--- config.mk ---
export PLATFORM = sky130hd
export DESIGN_NAME = control_unit
export DESIGN_NICKNAME = d
export VERILOG_FILES = /design/src/rtl/k_and_s_pkg.sv /design/src/rtl/control_unit.sv
export SDC_FILE = /design/constraint.sdc
export NUM_CORES = 1
export LEC_CHECK = 0
export ABC_AREA = 1
export CAP_MARGIN = 20
export CORE_MARGIN = 10
export CORE_UTILIZATION = 30
export DETAILED_ROUTE_END_ITERATION = 8
export PLACE_DENSITY_LB_ADDON = 0.3
export REMOVE_ABC_BUFFERS = 1
export SYNTH_ARGS = -nofsm -noshare
export SYNTH_HDL_FRONTEND = slang
export SYNTH_SLANG_ARGS = --single-unit
--- constraint.sdc ---
create_clock -name clk -period 2.6 [get_ports clk]
set_clock_uncertainty 0.2 [all_clocks]
set_input_delay 0.26 -clock clk [delete_from_list [all_inputs] [get_ports clk]]
set_output_delay 0.26 -clock clk [all_outputs]
set_load 0.05 [all_outputs]
--- src/rtl/k_and_s_pkg.sv ---
// Shared types for the K-and-S processor: instruction decode, controller states,
// ALU operation codes and the bundled controller output word.
package k_and_s_pkg;

    localparam int unsigned INSTR_W  = 4;
    localparam int unsigned STATE_W  = 4;
    localparam int unsigned ALU_OP_W = 2;

    typedef enum logic [INSTR_W-1:0] {
        I_NOP    = 4'd0,
        I_LOAD   = 4'd1,
        I_STORE  = 4'd2,
        I_MOVE   = 4'd3,
        I_ADD    = 4'd4,
        I_SUB    = 4'd5,
        I_AND    = 4'd6,
        I_OR     = 4'd7,
        I_BRANCH = 4'd8,
        I_BZERO  = 4'd9,
        I_BNZERO = 4'd10,
        I_BNEG   = 4'd11,
        I_BNNEG  = 4'd12,
        I_BOV    = 4'd13,
        I_BNOV   = 4'd14,
        I_HALT   = 4'd15
    } decoded_instruction_type;

    typedef enum logic [STATE_W-1:0] {
        FETCH       = 4'd0,
        DECODE      = 4'd1,
        LOAD_WAIT   = 4'd2,
        LOAD_WB     = 4'd3,
        STORE       = 4'd4,
        MOVE        = 4'd5,
        ALU         = 4'd6,
        BRANCH_EVAL = 4'd7,
        HALT        = 4'd8
    } ctrl_state_type;

    localparam logic [ALU_OP_W-1:0] ALU_ADD = 2'b00;
    localparam logic [ALU_OP_W-1:0] ALU_SUB = 2'b01;
    localparam logic [ALU_OP_W-1:0] ALU_AND = 2'b10;
    localparam logic [ALU_OP_W-1:0] ALU_OR  = 2'b11;

    typedef struct packed {
        logic                halt;
        logic                ram_write_enable;
        logic                flags_reg_enable;
        logic                write_reg_enable;
        logic [ALU_OP_W-1:0] operation;
        logic                c_sel;
        logic                addr_sel;
        logic                ir_enable;
        logic                pc_enable;
        logic                branch;
    } ctrl_out_t;

endpackage

--- src/rtl/control_unit.sv ---
// Multi-cycle Moore controller: sequences fetch/decode/execute and drives the
// datapath enables from the current state, gated off while rst_n is low.
module control_unit
    import k_and_s_pkg::*;
(
    input  logic                    clk,
    input  logic                    rst_n,
    input  decoded_instruction_type decoded_instruction,
    input  logic                    zero_op,
    input  logic                    neg_op,
    input  logic                    unsigned_overflow,
    input  logic                    signed_overflow,
    output logic                    branch,
    output logic                    pc_enable,
    output logic                    ir_enable,
    output logic                    addr_sel,
    output logic                    c_sel,
    output logic [ALU_OP_W-1:0]     operation,
    output logic                    write_reg_enable,
    output logic                    flags_reg_enable,
    output logic                    ram_write_enable,
    output logic                    halt
);

    ctrl_state_type r_state;
    ctrl_state_type w_next_state;
    ctrl_out_t      w_out;
    ctrl_out_t      w_out_gated;

    // No branch in this ISA tests signed overflow.
    logic w_unused_signed_ov;
    assign w_unused_signed_ov = signed_overflow;

    // Branch condition against the flags latched by the last ALU instruction.
    function automatic logic branch_taken(
        input decoded_instruction_type instr,
        input logic                    z,
        input logic                    n,
        input logic                    uov
    );
        logic taken;
        taken = 1'b0;
        case (instr)
            I_BRANCH: taken = 1'b1;
            I_BZERO:  taken = z;
            I_BNZERO: taken = ~z;
            I_BNEG:   taken = n;
            I_BNNEG:  taken = ~n;
            I_BOV:    taken = uov;
            I_BNOV:   taken = ~uov;
            default:  taken = 1'b0;
        endcase
        return taken;
    endfunction

    function automatic logic [ALU_OP_W-1:0] alu_op(input decoded_instruction_type instr);
        logic [ALU_OP_W-1:0] op;
        op = ALU_ADD;
        case (instr)
            I_ADD:   op = ALU_ADD;
            I_SUB:   op = ALU_SUB;
            I_AND:   op = ALU_AND;
            I_OR:    op = ALU_OR;
            default: op = ALU_ADD;
        endcase
        return op;
    endfunction

    always_ff @(posedge clk or negedge rst_n) begin
        if (!rst_n) begin
            r_state <= FETCH;
        end else begin
            r_state <= w_next_state;
        end
    end

    always_comb begin
        w_next_state = r_state;
        w_out        = '0;
        case (r_state)
            FETCH: begin
                w_out.ir_enable = 1'b1;
                w_next_state    = DECODE;
            end
            DECODE: begin
                w_out.pc_enable = 1'b1;
                case (decoded_instruction)
                    I_LOAD:                           w_next_state = LOAD_WAIT;
                    I_STORE:                          w_next_state = STORE;
                    I_MOVE:                           w_next_state = MOVE;
                    I_ADD, I_SUB, I_AND, I_OR:        w_next_state = ALU;
                    I_BRANCH, I_BZERO, I_BNZERO,
                    I_BNEG, I_BNNEG, I_BOV, I_BNOV:   w_next_state = BRANCH_EVAL;
                    I_HALT:                           w_next_state = HALT;
                    default:                          w_next_state = FETCH;
                endcase
            end
            LOAD_WAIT: begin
                w_out.addr_sel = 1'b1;
                w_next_state   = LOAD_WB;
            end
            LOAD_WB: begin
                w_out.addr_sel         = 1'b1;
                w_out.c_sel            = 1'b1;
                w_out.write_reg_enable = 1'b1;
                w_next_state           = FETCH;
            end
            STORE: begin
                w_out.addr_sel         = 1'b1;
                w_out.ram_write_enable = 1'b1;
                w_next_state           = FETCH;
            end
            MOVE: begin
                // Move is routed through the ALU as OR with itself, flags untouched.
                w_out.operation        = ALU_OR;
                w_out.write_reg_enable = 1'b1;
                w_next_state           = FETCH;
            end
            ALU: begin
                w_out.operation        = alu_op(decoded_instruction);
                w_out.write_reg_enable = 1'b1;
                w_out.flags_reg_enable = 1'b1;
                w_next_state           = FETCH;
            end
            BRANCH_EVAL: begin
                if (branch_taken(decoded_instruction, zero_op, neg_op, unsigned_overflow)) begin
                    w_out.pc_enable = 1'b1;
                    w_out.branch    = 1'b1;
                    w_out.addr_sel  = 1'b1;
                end
                w_next_state = FETCH;
            end
            HALT: begin
                w_out.halt   = 1'b1;
                w_next_state = HALT;
            end
            default: begin
                w_next_state = FETCH;
            end
        endcase
    end

    // Outputs are forced low for the whole time reset is held.
    assign w_out_gated = rst_n ? w_out : '0;

    assign branch           = w_out_gated.branch;
    assign pc_enable        = w_out_gated.pc_enable;
    assign ir_enable        = w_out_gated.ir_enable;
    assign addr_sel         = w_out_gated.addr_sel;
    assign c_sel            = w_out_gated.c_sel;
    assign operation        = w_out_gated.operation;
    assign write_reg_enable = w_out_gated.write_reg_enable;
    assign flags_reg_enable = w_out_gated.flags_reg_enable;
    assign ram_write_enable = w_out_gated.ram_write_enable;
    assign halt             = w_out_gated.halt;

endmodule

==> metrics.sh, run 1 <==
RUN_STATUS='completed'
NUMBER_OF_CELLS_IN_THE_DESIGN_AFTER_PLACEMENT=111
TOTALWIRELENGTH_MM=1.17
TIMING.CRITICAL_PATH.SLOWEST_STAGE_CELL='sky130_fd_sc_hd__clkdlybuf4s50_1'
WORST_EP_ARRIVAL_TIME_PS=1670
FINAL_MAX_SLEW_VIOL_COUNT=0
SYNTH.LARGEST_AREA_CELL='sky130_fd_sc_hd__dfrtp_1'
GLOBAL_ROUTER_S_OVERALL_RESOURCE_USAGE=0.0758
GRT_SETUP_UNREPAIRED='false'
CRITICAL_PATH.TOP_DELAY_FAMILY='buffers and inverters'
LAYOUTNONFILLERINSTCOUNT=114
MAX_STAGE_DELAY_PS=660
PWR_DENSITY_CELL_nW_PER_UM2=822
MAPPEDNETLISTAREA_UM2=420
TIMING_WORST_SLEW_PIN_VALUE_PS=340
CRIT_PATH_MAX_FANOUT=8
DIE-AREA_UM2=3300
WORST_PATH_MOST_REPEATED_CELL='sky130_fd_sc_hd__nor2_2'
LARGEST_NET_DEGREE_AT_THE_START_OF_GLOBAL_ROUTING=9
LARGEST-REGISTER='r_state'
DIEHEIGHT_UM=57.4
LAYOUT-AREA-OVERHEAD-VS-SYNTH_PCT=69.3
POSTSYNTHREGISTERBITS=4
HOLD_CRIT_CLASS='input port to asynchronous set/reset pin'
ROUTE.VIAS.TOTAL=526
WEIGHTED_CONGESTION_REPORTED_AT_THE_END_OF_ROUTABILITY_DRIVEN_PLACEMENT=0.830
ANTENNA_VIOLATIONS_BEFORE_REPAIR=0
POSTSYNTH.ASYNCRESETSHARE=1.00
SYNTH_MOST_COMMON_CELL='sky130_fd_sc_hd__nand2_1'
CORE_AREA_UM2=1320
GRT.OVERFLOW.TOTAL=0
FINAL_ANTENNA_NET_COUNT=0
FMAX_MHz=470
FIN_NETS=111
SHARE_OF_THE_SYNTHESIZED_AREA_IN_THE_TOP_CELL_TYPE=0.238
GRT_USE_MET2=0.118
AVGVIACOUNTPERCELL=4.61
CAP_VIOLATIONS=0
INITIAL_CORE_UTILIZATION=0.319
YS_TYPES=15
DETAIL_ROUTE.WL_PER_CELL_UM=10.2
POST_SYNTH_INST_COUNT=77
ENDPOINT='operation[1]'
LARGEST_REGISTER_FF_COUNT=4
DRT_PRE_ANTENNA_ITERS=4
NUMBER_OF_I_O_PORT_BUFFERS=19
GRT_PASS1_VIAS=508
CTS_MAX_LEVEL=1
REGTOREGENDPOINT='r_state[2]'
REMAINING_DESIGN_RULE_VIOLATION_COUNT=0
INSERTEDDIODECOUNT=0
GRT.MET1_USAGE=0.0796
TRITONCTS='yes'
SETUP_TOTAL_NEGATIVE_SLACK_PS=0
DIE_X_UM=57.4
CLK_PATH_BUF_DEPTH=2
CTS.CLK_SLEW.WORST_PATHS_PS=40
SLEW_HEADROOM=0.771
TOP_USAGE_LAYER='met2'
POST_SYNTH_MOST_FREQUENT_CELLS='sky130_fd_sc_hd__nand2_1 (22), sky130_fd_sc_hd__inv_1 (14), sky130_fd_sc_hd__nor2_1 (13)'
GRT_UTIL_MET3=0.0354
IR_DROP_mV=0.245
PORTS=21
DPL.HPWL_MM=1.01
FIN_CRIT_SH=0.819
R2R_SETUP_SLACK_PS=1280
SYNTH.TOP_CELLS.BY_AREA='sky130_fd_sc_hd__dfrtp_1 (24%), sky130_fd_sc_hd__nand2_1 (20%), sky130_fd_sc_hd__inv_1 (13%)'
SETUP_VIOL=0
GRT_PASS1_WL_MM=2.08
DRT_ITER0_MARKERS=7
CTS_INSERTED_BUFFERS=3
CTS-ROOT-BUF='sky130_fd_sc_hd__clkbuf_4'
CTS.HOLD.BUFFERS_ADDED=0
CRITICAL_PATH_CLASS='input port to primary output'
SYN_AREA_PER_CELL_UM2=5.46
TOTAL_LEAKAGE_POWER_nW=0.367
YOSYS_MOST_USED_DFF='sky130_fd_sc_hd__dfrtp_1'
CRIT_PATH_END_KIND='primary output'
POST-ROUTE-MIN-PERIOD_PS=2130
CP_NUM_CELLS=6
CTS_REPAIR_RESIZE_COUNT=0
CRIT_START='rst_n'
SYNTH_ENABLE_FLOP_CELLS=0
WORST-ENDPOINT-REQUIRED_PS=2140
CLK_SINK_COUNT=4
TIMING.REG2REG.WORST_PATH_DEPTH=5
R2R-START='r_state[2]'
LARGEST_REGISTERS='r_state: 4 flops'
INSERTION_DELAY_PS=240
HOLD_VIOL=0
ROWS=13
LAYOUT-DRIVE-GT1-SHARE=0.212
PART_OF_THE_YOSYS_AREA_USED_FOR_SEQUENTIAL_ELEMENTS=0.238
CRITICAL_PATH.N_BUFFERS_INVERTERS=2
SYN_WARNINGS=0
CRITPATHLAUNCHTYPE='input port'
ORDERED_CELL_LIST_FOR_THE_CRITICAL_PATH='clkdlybuf4s50_1, nand2_2, nor2_2, nor2_2, nor2_1, buf_12'
CTS.REPAIR_TIMING.SETUP_BUFFER_COUNT=0
==> cells by family after synthesis <==
logic type             share of synthesized area
and+or+nand+nor                            0.527
buffers and inverters                      0.134
AOI/OAI and AO/OA                          0.101
DFF                                        0.238
==> area by class of cell <==
cell class / instances / area, um^2
multi-input cells: 58 / 264
well taps: 15 / 18.8
inverters: 15 / 56.3
fillers: 137 / 606
clock buffers: 3 / 22.5
repair buffers: 19 / 250
flip-flops and latches: 4 / 100
==> where the power goes <==
part / internal, mW / switching, mW / leakage, nW
logic: 0.159 / 0.241 / 0.302
registers: 0.0849 / 0.0227 / 0.0512
clock network: 0.0517 / 0.0260 / 0.0138
==> cell usage in the layout, fill, tap and decap left out, types with 2 or more instances in the layout <==
cell and count:
sky130_fd_sc_hd__a21oi_1 2, sky130_fd_sc_hd__buf_12 7, sky130_fd_sc_hd__buf_4 4, sky130_fd_sc_hd__clkbuf_4 3, sky130_fd_sc_hd__clkdlybuf4s50_1 8, sky130_fd_sc_hd__dfrtp_1 4, sky130_fd_sc_hd__inv_1 14, sky130_fd_sc_hd__nand2_1 22
sky130_fd_sc_hd__nand3_1 8, sky130_fd_sc_hd__nor2_1 13, sky130_fd_sc_hd__nor2_2 3, sky130_fd_sc_hd__o21ai_0 4
==> worst min-delay path by stage <==
stage / from / to
2_1_floorplan: rst_n / r_state[0]
3_3_place_gp: rst_n / r_state[3]
3_5_place_dp: rst_n / r_state[3]
4_1_cts: rst_n / r_state[3]
5_1_grt: rst_n / r_state[0]
6_report: rst_n / r_state[0]
==> through the flow <==
stage | cell area, um^2 | util | worst slack (ps) | power [mW] | hold WS, ps
after global routing | 712 | 0.540 | 338 | 0.637 | 98.0
after global placement | 689 | 0.523 | 468 | 0.508 | 336
after floorplan | 420 | - | 366 | 0.350 | -236
after detailed placement | 689 | 0.523 | 452 | 0.511 | 339
final | 712 | 0.540 | 472 | 0.585 | 83.9
after CTS | 712 | 0.540 | 450 | 0.592 | 80.4
==> per-layer routing <==
layer	share of wire	routed length, um
met5	0	0
met4	0.0077	9
met3	0.076	89
met2	0.45	530
met1	0.46	536
Note: power is estimated with default switching activity, not from simulation.
==> run 2, diff against run 1 <==
Clock period 2.6 ns to 1.7 ns, I/O delays scaled along.
==> metrics.sh, run 2 (synthesized netlist as in run 1, its figures left out) <==
GRT_PASS1_VIAS=594  # +17%
FINAL_MAX_SLEW_VIOL_COUNT=0  # unchanged
RUN_STATUS='finished, violations left'
ANTENNA_VIOLATIONS_BEFORE_REPAIR=0  # unchanged
CTS-ROOT-BUF='sky130_fd_sc_hd__clkbuf_4'
GLOBAL_ROUTER_S_OVERALL_RESOURCE_USAGE=0.0896  # +0.0137
GRT.OVERFLOW.TOTAL=0  # unchanged
DETAIL_ROUTE.WL_PER_CELL_UM=11.5  # +13%
CRIT_START='r_state[0]'
MOST_COMMON_LIBRARY_CELL_IN_THE_LAYOUT_IGNORING_FILL_AND_TAPS='sky130_fd_sc_hd__nand2_1'
CTS_MAX_LEVEL=1  # unchanged
CRITICAL_PATH_CLASS='flop to primary output'
GRT_PASS1_WL_MM=2.43  # +17%
GRT_SETUP_UNREPAIRED='true'
LARGEST_REGISTERS='r_state: 4 flops'
POWER_FRAC_SEQ=0.155  # -0.029
INSERTEDDIODECOUNT=0  # unchanged
LARGEST_REGISTER_FF_COUNT=4  # unchanged
LARGEST_NET_DEGREE_AT_THE_START_OF_GLOBAL_ROUTING=7  # -2
CLK_SINK_COUNT=4  # unchanged
IR_DROP_mV=0.442  # +80%
INSERTION_DELAY_PS=250  # about the same
LARGEST-REGISTER='r_state'
NUMBER_OF_I_O_PORT_BUFFERS=19  # unchanged
PORTS=21  # unchanged
CRITPATHLAUNCHTYPE='flop'
DIE-AREA_UM2=3300  # unchanged
TRITONCTS='yes'
TOTAL_LEAKAGE_POWER_nW=0.440  # +20%
METAL1_WIRELENGTH_UM=575  # +7.3%
LAYOUT_COMMON_CELLS='sky130_fd_sc_hd__nand2_1 (19), sky130_fd_sc_hd__inv_1 (11), sky130_fd_sc_hd__buf_12 (11)'
CTS.CLK_SLEW.WORST_PATHS_PS=40  # about the same
AVGVIACOUNTPERCELL=4.81  # +4.3%
FAILED_CHECKS='negative setup slack'
ROUTE.VIAS.TOTAL=597  # +13%
HOLD_VIOL=0  # unchanged
CRIT_PATH_END_KIND='primary output'
TIMING_WORST_SLEW_PIN_VALUE_PS=226  # -114 ps
SETUP_VIOL=9  # +9
POWER.CLOCK.FRACTION=0.113  # -0.020
FINAL_UTIL=0.690  # +0.150
WORST-ENDPOINT-REQUIRED_PS=1330  # -810 ps
FIN_NETS=121  # +9.0%
POWER.SHARE.SWITCHING=0.487  # -0.00841
LAYOUT-AREA-OVERHEAD-VS-SYNTH_PCT=116
TOPROUTINGLAYERUSED='met4'
DIEHEIGHT_UM=57.4  # unchanged
SLEW_HEADROOM=0.849  # +0.0776
INTERNAL_POWER_uW=563  # +91%
CAP_VIOLATIONS=0  # unchanged
CTS.HOLD.BUFFERS_ADDED=0  # unchanged
ROUTE.MET3.WL_UM=74  # -17%
ENDPOINT='operation[0]'
TOTALWIRELENGTH_MM=1.43  # +23%
ROUTED-WL-MET2_UM=748  # +41%
REGTOREGENDPOINT='r_state[2]'
STDCELL_AREA_UM2=910  # +28%
LAYOUT-DRIVE-GT1-SHARE=0.404  # +0.192
FINALWORSTSETUPSLACK_PS=-103  # -574 ps
CLK_PATH_BUF_DEPTH=2  # unchanged
ROWS=13  # unchanged
DRT_PRE_ANTENNA_ITERS=4  # unchanged
TIMING.REG2REG.WORST_PATH_DEPTH=6  # +1
FIN_WORST_HOLD_SLACK_PS=126  # +41.9 ps
DRT_ITER0_MARKERS=8  # +1
DPL.HPWL_MM=1.10  # +9.4%
FINAL_ANTENNA_NET_COUNT=0  # unchanged
FMAX_MHz=555
P_COMB_FRAC=0.733  # +0.050
CORE_AREA_UM2=1320  # unchanged
DIE_X_UM=57.4  # unchanged
CTS_INSERTED_BUFFERS=3  # unchanged
REMAINING_DESIGN_RULE_VIOLATION_COUNT=0  # unchanged
FIN_CRIT_SH=1.06
PWR_DENSITY_CELL_nW_PER_UM2=1210  # +47%
INITIAL_CORE_UTILIZATION=0.319  # unchanged
CRIT_PATH_MAX_FANOUT=5  # -3
R2R_SETUP_SLACK_PS=350  # -930 ps
R2R-START='r_state[3]'
NET-SWITCHING-POWER_uW=534  # +84%
POST-ROUTE-MIN-PERIOD_PS=1800
WEIGHTED_CONGESTION_REPORTED_AT_THE_END_OF_ROUTABILITY_DRIVEN_PLACEMENT=0.785  # -5.4%
PLACE_WORST_SETUP_SLACK_PS=-131  # -583 ps
HOLD_CRIT_CLASS='input port to asynchronous set/reset pin'
WORST_EP_ARRIVAL_TIME_PS=1430  # -240 ps
PLACEMENT.CELL_AREA_UM2=792  # +15%
==> run 2: what timing repair did <==
action,in CTS,in global routing
hold endpoints to repair,0,0
endpoints found under the setup margin,8,11
cloned,0,0
pin swaps,9,7
buffers inserted,3,1
resized for setup,17,9
==> run 2: layout make-up <==
class / instances / area, um^2
Sequential cell: 4 / 100
Timing Repair Buffer: 29 / 377
Multi-Input combinational cell: 58 / 335
Inverter: 15 / 56.3
Fill cell: 109 / 408
Tap cell: 15 / 18.8
Clock buffer: 3 / 22.5
==> run 2: metal layers <==
metal | vias up | GRT usage
met2 | 25 | 0.161
met4 | 0 | 0.0604
li1 | 304 | -
met3 | 5 | 0.0332
met5 | - | 0
met1 | 263 | 0.0813
==> run 2: worst max-delay path, stage by stage (launching register included) <==
cell,delay [ps]
sky130_fd_sc_hd__dfrtp_1,430
sky130_fd_sc_hd__or2_4,290
sky130_fd_sc_hd__nor2_4,150
sky130_fd_sc_hd__nor2_4,70
sky130_fd_sc_hd__nor2_4,100
sky130_fd_sc_hd__buf_12,140
==> run 2: how the worst min path moves through the flow <==
stage	from	endpoint	slack [ps]	cells after the start
finish	rst_n	r_state[3]	130	2
global route	rst_n	r_state[3]	140	2
CTS	rst_n	r_state[3]	90	2
detailed placement	rst_n	r_state[3]	340	2
global placement	r_state[0]	r_state[0]	340	1
floorplan	rst_n	r_state[0]	-330	0
==> run 2: power by group through the flow <==
stage               clock (mW)  combinational [mW]  sequential (mW)
detailed placement           0               0.679            0.165
global placement             0               0.674            0.165
global route             0.136               0.858            0.174
CTS                      0.124               0.750            0.164
finish                   0.124               0.803            0.170
floorplan                    0               0.378            0.158
==> run 2: stage by stage <==
step,TNS (ps),power [mW],instances
floorplan,-1540,0.536,77
global placement,-522,0.839,118
detailed placement,-531,0.845,118
CTS,-439,1.04,124
global route,-1340,1.17,124
finish,-481,1.10,124
